<file path="config.mk">
export PLATFORM = sky130hd
export DESIGN_NAME = mem_port_arbiter_flat
export DESIGN_NICKNAME = d
export VERILOG_FILES = /design/src/rtl/mem_port_arbiter_if.sv /design/src/rtl/mem_port_arbiter.sv /design/src/flat_wrapper.sv
export SDC_FILE = /design/constraint.sdc
export NUM_CORES = 1
export LEC_CHECK = 0
export CAP_MARGIN = 20
export CORE_AREA = 8 8 92 114
export CTS_CLUSTER_SIZE = 25
export DETAILED_ROUTE_END_ITERATION = 12
export DIE_AREA = 0 0 100 122
export GPL_TIMING_DRIVEN = 0
export PLACE_DENSITY = 0.77
export SYNTH_ARGS = -nofsm -noshare
export SYNTH_HDL_FRONTEND = slang
export SYNTH_SLANG_ARGS = --single-unit
</file>
<file path="constraint.sdc">
create_clock -name clk -period 2.3 [get_ports clk]
set_clock_uncertainty 0.2 [all_clocks]
set_input_delay 0.46 -clock clk [delete_from_list [all_inputs] [get_ports clk]]
set_output_delay 0.46 -clock clk [all_outputs]
set_load 0.01 [all_outputs]
</file>
<file path="src/rtl/mem_port_arbiter_if.sv">
// Request/grant and memory-side bus of the two-port image memory arbiter.
// The slave modport is the arbiter; master is the requesters plus memory.
interface mem_port_arbiter_if #(
    parameter int ADDR_W = 16,
    parameter int DATA_W = 32
);
    logic              arb_en;
    logic              req0, req1;
    logic              we0, we1;
    logic [ADDR_W-1:0] addr0, addr1;
    logic [DATA_W-1:0] wdata0, wdata1;
    logic              gnt0, gnt1;
    logic              rvalid0, rvalid1;
    logic [DATA_W-1:0] rdata;
    logic              mem_en;
    logic              mem_we;
    logic [ADDR_W-1:0] mem_addr;
    logic [DATA_W-1:0] mem_dataW;
    logic [DATA_W-1:0] mem_dataR;
    logic [15:0]       gcnt0, gcnt1;

    modport slave (
        input  arb_en, req0, req1, we0, we1, addr0, addr1, wdata0, wdata1, mem_dataR,
        output gnt0, gnt1, rvalid0, rvalid1, rdata, mem_en, mem_we, mem_addr, mem_dataW,
               gcnt0, gcnt1
    );

    modport master (
        output arb_en, req0, req1, we0, we1, addr0, addr1, wdata0, wdata1, mem_dataR,
        input  gnt0, gnt1, rvalid0, rvalid1, rdata, mem_en, mem_we, mem_addr, mem_dataW,
               gcnt0, gcnt1
    );
endinterface

</file>
<file path="src/rtl/mem_port_arbiter.sv">
// Two-port arbiter for the single-port image memory: pixel reads on port 0,
// result write-back on port 1, with tagged read return and grant counters.
module mem_port_arbiter #(
    parameter int ADDR_W     = 16,
    parameter int DATA_W     = 32,
    parameter int RD_LAT     = 1,
    parameter int FIXED_PRIO = 0
) (
    input logic               clk,
    input logic               reset,
    mem_port_arbiter_if.slave bus
);
    logic              rr_ptr;
    logic              en;
    logic              gnt0, gnt1;
    logic              rd_issue;
    logic [RD_LAT:1]   vld_pipe;
    logic [RD_LAT:1]   id_pipe;
    logic [15:0]       gcnt0, gcnt1;
    logic              mem_we;
    logic [ADDR_W-1:0] mem_addr;
    logic [DATA_W-1:0] mem_dataW;

    // Reset gates the grant so nothing reaches memory while held in reset.
    always_comb begin
        en   = reset & bus.arb_en;
        gnt1 = en & bus.req1 & (~bus.req0 | ((FIXED_PRIO == 0) & rr_ptr));
        gnt0 = en & bus.req0 & ~gnt1;
    end

    always_comb begin
        mem_we    = 1'b0;
        mem_addr  = '0;
        mem_dataW = '0;
        if (gnt0) begin
            mem_we    = bus.we0;
            mem_addr  = bus.addr0;
            mem_dataW = bus.wdata0;
        end else if (gnt1) begin
            mem_we    = bus.we1;
            mem_addr  = bus.addr1;
            mem_dataW = bus.wdata1;
        end
    end

    assign rd_issue = (gnt0 | gnt1) & ~mem_we;

    always_ff @(posedge clk or negedge reset) begin
        if (!reset) begin
            rr_ptr   <= 1'b0;
            vld_pipe <= '0;
            id_pipe  <= '0;
            gcnt0    <= '0;
            gcnt1    <= '0;
        end else begin
            if (gnt0 | gnt1) rr_ptr <= gnt0;
            // Tag stage RD_LAT lines up with mem_dataR for the issuing read.
            vld_pipe[1] <= rd_issue;
            id_pipe[1]  <= gnt1;
            for (int i = 2; i <= RD_LAT; i++) begin
                vld_pipe[i] <= vld_pipe[i-1];
                id_pipe[i]  <= id_pipe[i-1];
            end
            if (gnt0 && gcnt0 != 16'hFFFF) gcnt0 <= gcnt0 + 16'd1;
            if (gnt1 && gcnt1 != 16'hFFFF) gcnt1 <= gcnt1 + 16'd1;
        end
    end

    assign bus.gnt0      = gnt0;
    assign bus.gnt1      = gnt1;
    assign bus.mem_en    = gnt0 | gnt1;
    assign bus.mem_we    = mem_we;
    assign bus.mem_addr  = mem_addr;
    assign bus.mem_dataW = mem_dataW;
    assign bus.rvalid0   = vld_pipe[RD_LAT] & ~id_pipe[RD_LAT];
    assign bus.rvalid1   = vld_pipe[RD_LAT] &  id_pipe[RD_LAT];
    assign bus.rdata     = bus.mem_dataR;
    assign bus.gcnt0     = gcnt0;
    assign bus.gcnt1     = gcnt1;
endmodule

</file>
<file path="src/flat_wrapper.sv">
// flat-port wrapper written by rule: the top's interface ports become plain ports
module mem_port_arbiter_flat 
#(
    parameter int ADDR_W     = 16,
    parameter int DATA_W     = 32,
    parameter int RD_LAT     = 1,
    parameter int FIXED_PRIO = 0
)
  (clk, reset, bus_arb_en, bus_req0, bus_req1, bus_we0, bus_we1, bus_addr0, bus_addr1, bus_wdata0, bus_wdata1, bus_mem_dataR, bus_gnt0, bus_gnt1, bus_rvalid0, bus_rvalid1, bus_rdata, bus_mem_en, bus_mem_we, bus_mem_addr, bus_mem_dataW, bus_gcnt0, bus_gcnt1);
  mem_port_arbiter_if #(.ADDR_W(ADDR_W), .DATA_W(DATA_W)) bus_i ();
  input logic clk;
  input logic reset;
  input wire logic [$bits(bus_i.arb_en)-1:0] bus_arb_en;
  input wire logic [$bits(bus_i.req0)-1:0] bus_req0;
  input wire logic [$bits(bus_i.req1)-1:0] bus_req1;
  input wire logic [$bits(bus_i.we0)-1:0] bus_we0;
  input wire logic [$bits(bus_i.we1)-1:0] bus_we1;
  input wire logic [$bits(bus_i.addr0)-1:0] bus_addr0;
  input wire logic [$bits(bus_i.addr1)-1:0] bus_addr1;
  input wire logic [$bits(bus_i.wdata0)-1:0] bus_wdata0;
  input wire logic [$bits(bus_i.wdata1)-1:0] bus_wdata1;
  input wire logic [$bits(bus_i.mem_dataR)-1:0] bus_mem_dataR;
  output wire logic [$bits(bus_i.gnt0)-1:0] bus_gnt0;
  output wire logic [$bits(bus_i.gnt1)-1:0] bus_gnt1;
  output wire logic [$bits(bus_i.rvalid0)-1:0] bus_rvalid0;
  output wire logic [$bits(bus_i.rvalid1)-1:0] bus_rvalid1;
  output wire logic [$bits(bus_i.rdata)-1:0] bus_rdata;
  output wire logic [$bits(bus_i.mem_en)-1:0] bus_mem_en;
  output wire logic [$bits(bus_i.mem_we)-1:0] bus_mem_we;
  output wire logic [$bits(bus_i.mem_addr)-1:0] bus_mem_addr;
  output wire logic [$bits(bus_i.mem_dataW)-1:0] bus_mem_dataW;
  output wire logic [$bits(bus_i.gcnt0)-1:0] bus_gcnt0;
  output wire logic [$bits(bus_i.gcnt1)-1:0] bus_gcnt1;
  assign bus_i.arb_en = bus_arb_en;
  assign bus_i.req0 = bus_req0;
  assign bus_i.req1 = bus_req1;
  assign bus_i.we0 = bus_we0;
  assign bus_i.we1 = bus_we1;
  assign bus_i.addr0 = bus_addr0;
  assign bus_i.addr1 = bus_addr1;
  assign bus_i.wdata0 = bus_wdata0;
  assign bus_i.wdata1 = bus_wdata1;
  assign bus_i.mem_dataR = bus_mem_dataR;
  assign bus_gnt0 = bus_i.gnt0;
  assign bus_gnt1 = bus_i.gnt1;
  assign bus_rvalid0 = bus_i.rvalid0;
  assign bus_rvalid1 = bus_i.rvalid1;
  assign bus_rdata = bus_i.rdata;
  assign bus_mem_en = bus_i.mem_en;
  assign bus_mem_we = bus_i.mem_we;
  assign bus_mem_addr = bus_i.mem_addr;
  assign bus_mem_dataW = bus_i.mem_dataW;
  assign bus_gcnt0 = bus_i.gcnt0;
  assign bus_gcnt1 = bus_i.gcnt1;
  mem_port_arbiter #(.ADDR_W(ADDR_W), .DATA_W(DATA_W), .RD_LAT(RD_LAT), .FIXED_PRIO(FIXED_PRIO)) u_core (.clk(clk), .reset(reset), .bus(bus_i));
endmodule
</file>
==> impl_metrics.ini, run 1 <==
[run_status]
status = finished with violations
violations = setup timing

[layout]
stdcell_area_mm2 = 0.00513
layout-drive-gt1-share_pct = 28.4
ff_latch_area_um2 = 876
multi_input_area_mm2 = 0.00141
area_delta_synth_final_pct = 102
nFillCells = 750
antenna_cells = 0
fin_nets = 622

[synthesis]
yosysWarnings = 0
async_flop_share_pct = 100
syn_inst = 253
syn_area_mm2 = 0.00254
ys_ff_latch = 35
synth_edf_count = 0
synth_cell_types = 43
netlist_top_cells_count = 49 x a22o_1, 35 x dfrtp_1, 32 x buf_4, 20 x xor2_1, 13 x nand2_1
yosys.area.top_type = dfrtp_1
syn_area_per_cell_um2 = 10.0
ys_top_cells_by_area = dfrtp_1 35%, a22o_1 17%, buf_4 9.5%
ys.flop_type = dfrtp_1
synth.most_common_cell = a22o_1
synth_top_area_share_pct = 34.5
seq_area_frac_synth_pct = 34.5
syn_nets = 390

[setup_path]
crit_path_end_kind = primary output
r2r_cells = 5
path_cells = nor2b_4, or2_4, clkinv_8, buf_8, a22o_4, buf_6
crit_type = flop to primary output
worstPathArrival_ps = 1670
reg2reg_from = u_core.bus.gcnt1[0]
cp-start-kind = flop
reg2reg_setup_slack_ps = 150
slowest_stage = dfrtp_1
cp_slowest_stage_delay_ps = 430
worstPathRequired_ps = 1640
critPathMaxFanout = 10
reg2reg_to = u_core.bus.gcnt1[1]

[timing]
hold_viol = 0
slew_headroom_pct = 47.0
min_period_ps = 2330
setup_slack_ps = -26.7
worst_pin_slew_ps = 792
slew_viol_final = 0
max_freq_ghz = 0.430
fin_crit_sh_pct = 101
rsz0062_at_grt = true
setup_viol = 6

[place]
portBuffers = 220
place_ws_ps = -1520
gp_congestion = 0.871
dpl.hpwl_um = 10100
placed_area_mm2 = 0.00488

[clocking]
numCtsBuffers = 5
cts_root_buf = clkbuf_8
clk_path_buf_depth = 2
cts_tree = done
cts.sinks = 35
cts_max_level = 2
insertion_delay_ps = 290
clkSlewWorstSetupHoldPaths_ps = 60

[power]
ir_worst_vdd_mv = 0.196
power_density_mw_per_mm2 = 417
leakagePower_nw = 2.36
power_mw = 2.14

[die]
fp.dieW_um = 100
pin_count = 253
fp-row-count = 38
dieArea_mm2 = 0.0122
die_h_um = 122
initial_utilization_pct = 29.3
coreArea_mm2 = 0.00865

[global_route]
grt_pass1_wl_um = 17800
gr-total-overflow = 0
grt_max_degree = 20
grt_usage_pct = 18.9
antenna_found_initial = 0
grt_pass1_vias = 3140

[routing]
via_per_inst = 4.80
vias = 2906
wire_per_inst_um = 20.1
drtIter0Drc = 85
firstDrtPassIters = 4
wl_um = 12200
drc_errors = 0
ant_nets = 0

[hold_path]
hp-start = bus_req0
min_path_cells = 3
hold_class = input pin to flop
hold_path_end = u_core.rr_ptr

[flow_run]
cap_viol_max_count = 0
-- worst max path at each step --
stage                              from                end  slack, ps
after CTS                 u_core.rr_ptr    bus_mem_addr[4]        -40
after global routing      u_core.rr_ptr         bus_mem_we       -100
after detailed placement          reset  bus_mem_dataW[30]      -1520
final                     u_core.rr_ptr         bus_mem_we        -30
after global placement            reset  bus_mem_dataW[30]      -2600
after floorplan                bus_req0  bus_mem_dataW[22]        140
-- kinds of logic (layout without fill, tap and decap cells) --
kind of cell / count (synthesis) / count (layout) / synth area share, %
AO/OA/AOI/OAI: 58 / 58 / 19.5
XOR/XNOR: 25 / 25 / 8.63
adder cells (fa/ha/maj): 2 / 2 / 0.986
buffers and inverters: 50 / 283 / 12.8
flip-flops: 35 / 35 / 34.5
multiplexers: 6 / 6 / 2.66
AND/OR/NAND/NOR: 77 / 77 / 21.0
-- final cells by class --
type | instances | share of cell area (%)
timing repair buffer | 226 | 42.1
inverter | 5 | 0.658
sequential | 35 | 17.1
tap | 120 | 2.93
clock buffer | 8 | 1.95
multi-input combinational | 168 | 27.6
buffer | 44 | 7.73
-- state kept, by name (all words and copies together) (netlist names) --
signal and count:
u_core.bus.gcnt1 16, u_core.rr_ptr 1, u_core.bus.gcnt0 16, u_core.vld_pipe 1, u_core.id_pipe 1
-- report_power, final --
group          internal [mW]  switching (mW)
clock                  0.273           0.213
sequential             0.691           0.101
combinational          0.541           0.324
total                   1.50           0.637
-- per-stage QoR --
step / TNS [ps] / utilization (%) / hold WS (ps) / cells
after floorplan: 0 / - / -35.6 / 253
after global placement: -177900 / 56.5 / 287 / 593
after detailed placement: -78130 / 56.4 / 292 / 593
after CTS: -79.6 / 58.7 / 287 / 606
after global routing: -3320 / 59.3 / 294 / 606
final: -90.9 / 59.3 / 290 / 606
-- cell usage in the layout, fill, tap and decap left out, types with 2 or more instances in the layout --
cell type / instances
a22o_1: 44
a22o_4: 5
and2_1: 2
and3_1: 2
and4_1: 2
buf_16: 2
buf_2: 36
buf_4: 34
buf_6: 18
buf_8: 4
clkbuf_8: 12
clkdlybuf4s15_1: 2
clkdlybuf4s50_1: 165
dfrtp_1: 35
dlygate4sd3_1: 2
ha_1: 2
inv_1: 3
mux2_1: 2
mux2_2: 4
nand2_1: 12
nand3_1: 7
nand3_2: 2
nand4_1: 6
nand4_2: 2
nor2_1: 10
nor3_1: 8
nor3b_1: 3
nor4_2: 3
nor4_4: 3
o2111ai_1: 2
o21ai_0: 2
xnor2_1: 5
xor2_1: 20
-- per-layer routing --
layer | part of all wire (%) | GRT usage [%] | vias up
met1 | 35 | 19.0 | 1355
met3 | 15 | 11.0 | 6
met5 | 0 | 0 | -
li1 | - | - | 1376
met2 | 49 | 32.8 | 169
met4 | 0.87 | 4.55 | 0
-- critical path: cells and delay by family (launching register included) --
family / cells / cell delay [ps]
flops: 1 / 430
buf+inv: 3 / 370
simple gates: 2 / 310
compound gates: 1 / 270
-- what timing repair did --
item,in CTS,in global routing
cloned,2,0
endpoints found under the hold margin,35,0
gates resized for setup,274,18
pin swaps,5,12
buffers inserted,2,0
hold buffers,2,0
setup endpoints to repair,65,50
(Power assumes the default switching activity.)
==> run 2, diff against run 1 <==
- CAP_MARGIN: 20 -> 5
==> results of run 2 <==
No change in the layout: final DEF, timing and power equal those of run 1.
==> run 3, diff against run 2 <==
- SETUP_SLACK_MARGIN: default -> 0.5
==> impl_metrics.ini, run 3 (same netlist as run 1, synthesis figures left out) <==
[run_status]
status = finished with violations
violations = setup timing

[setup_path]
cp.depth = 8
cp-startpoint = u_core.rr_ptr
crit_path_frequent_cell = buf_6
cp-start-kind = flop
worstPathRequired_ps = 1640
r2r_cells = 8
crit_path_end_kind = primary output
cp_slowest_stage_delay_ps = 420
worstPathArrival_ps = 1740
crit_family = buffers and inverters
crit_type = flop to primary output
reg2reg_from = u_core.rr_ptr
crit_buf_inv = 5
path_cells = nor2b_4, or2_4, buf_8, inv_12, buf_6, buf_16, a22o_1, buf_6
critPathMaxFanout = 8
slowest_stage = dfrtp_1

[layout]
nFillCells = 632
ff_latch_area_um2 = 895
final_common_cell = clkdlybuf4s50_1
area_delta_synth_final_pct = 138
layout-drive-gt1-share_pct = 44.5
final_core_util_pct = 69.8
fin_nets = 677
stdcell_area_mm2 = 0.00604
layout_common_cells = 129 x clkdlybuf4s50_1, 68 x buf_4, 48 x a22o_1, 39 x buf_6, 33 x buf_2
largestRegisters = u_core.bus.gcnt0: 16 flops, u_core.bus.gcnt1: 16 flops
fin_cells = 662
multi_input_area_mm2 = 0.00171

[place]
placed_area_mm2 = 0.00498
portBuffers = 220
gp_congestion = 0.835
place_ws_ps = -1300
dpl.hpwl_um = 10300
dp_cells = 593

[timing]
setup_viol = 36
slew_headroom_pct = 60.9
hold_ws_ps = 136
rsz0062_at_grt = true
fin_crit_sh_pct = 104
slew_viol_final = 0
max_freq_ghz = 0.417
worst_pin_slew_ps = 584
hold_viol = 0
min_period_ps = 2400
setup_slack_ps = -97.5
tns_ps = -1180

[power]
power_mw = 2.50
ir_worst_vdd_mv = 0.661
power_density_mw_per_mm2 = 414
leakagePower_nw = 2.90

[clocking]
clk_path_buf_depth = 2
cts_root_buf = clkbuf_8
cts_tree = done
cts_max_level = 2
cts.sinks = 35
insertion_delay_ps = 300
numCtsBuffers = 5
clkSlewWorstSetupHoldPaths_ps = 80

[die]
fp.dieW_um = 100
fp-row-count = 38
pin_count = 253
dieArea_mm2 = 0.0122
die_h_um = 122
coreArea_mm2 = 0.00865
initial_utilization_pct = 29.3

[routing]
wl_um = 15000
vias = 3295
wire_per_inst_um = 22.6
drc_errors = 0
via_per_inst = 4.98
drtIter0Drc = 97
ant_nets = 0
firstDrtPassIters = 5

[global_route]
grt_pass1_vias = 3354
gr-total-overflow = 0
antenna_found_initial = 1
grt_max_degree = 20
grt_pass1_wl_um = 20100
grt_usage_pct = 21.3

[hold_path]
hold_class = input pin to asynchronous set/reset pin

[flow_run]
cap_viol_max_count = 0
==> run 3: changes by cell type in the layout (fill, tap and decap cells not counted), sizes merged, moves of 2 or more <==
cell | previous run | this run
clkbuf | 13 | 15
buf | 94 | 153
dlygate4sd2 | 0 | 30
dlymetal6s2s | 0 | 2
clkdlybuf4s50 | 165 | 129
==> run 3: worst register-to-register path: stages (launching register included) <==
cell	delay [ps]
dfrtp_1	410
nor2b_4	60
buf_4	130
buf_6	110
or4b_4	480
buf_6	150
buf_12	140
nor3b_4	190
xor2_1	180
==> run 3: final timing paths <==
check	endpoint	slack [ps]
worst max-delay path	bus_mem_dataW[1]	-100
worst min-delay path	u_core.bus.gcnt1[9]	140
worst max register to register	u_core.bus.gcnt1[5]	170
worst min register to register	u_core.bus.gcnt1[9]	330
max in group asynchronous	u_core.bus.gcnt1[14]	1200
min in group clk	u_core.bus.gcnt1[9]	330
==> run 3: report_power, final <==
part / switching, mW / internal (mW) / total [mW] / leakage, nW
Sequential: 0.0983 / 0.694 / 0.792 / 0.439
Combinational: 0.468 / 0.732 / 1.20 / 2.41
Clock: 0.235 / 0.274 / 0.509 / 0.0515
==> run 3: layer usage <==
layer / GRT usage, % / vias up / routed length, um
met4: 3.60 / 2 / 238
met1: 20.6 / 1605 / 5040
met3: 8.73 / 23 / 1470
li1: - / 1490 / -
met5: 0 / - / 9
met2: 41.5 / 175 / 8200
==> run 3: layout make-up <==
class,count,share of cell area (%)
clock buffers,8,1.66
plain buffers,45,7.85
flip-flops and latches,35,14.8
inverters,5,0.725
well taps,120,2.48
repair buffers,280,44.1
multi-input cells,168,28.3
diodes,1,0.0414
==> run 3: what timing repair did <==
| item | CTS | global route |
|---|---|---|
| pin swaps | 21 | 30 |
| endpoints found under the setup margin | 120 | 84 |
| gates cloned | 4 | 3 |
| hold buffers | 2 | 0 |
| hold endpoints to repair | 35 | 0 |
| gates resized for setup | 360 | 58 |
| setup buffers | 32 | 19 |
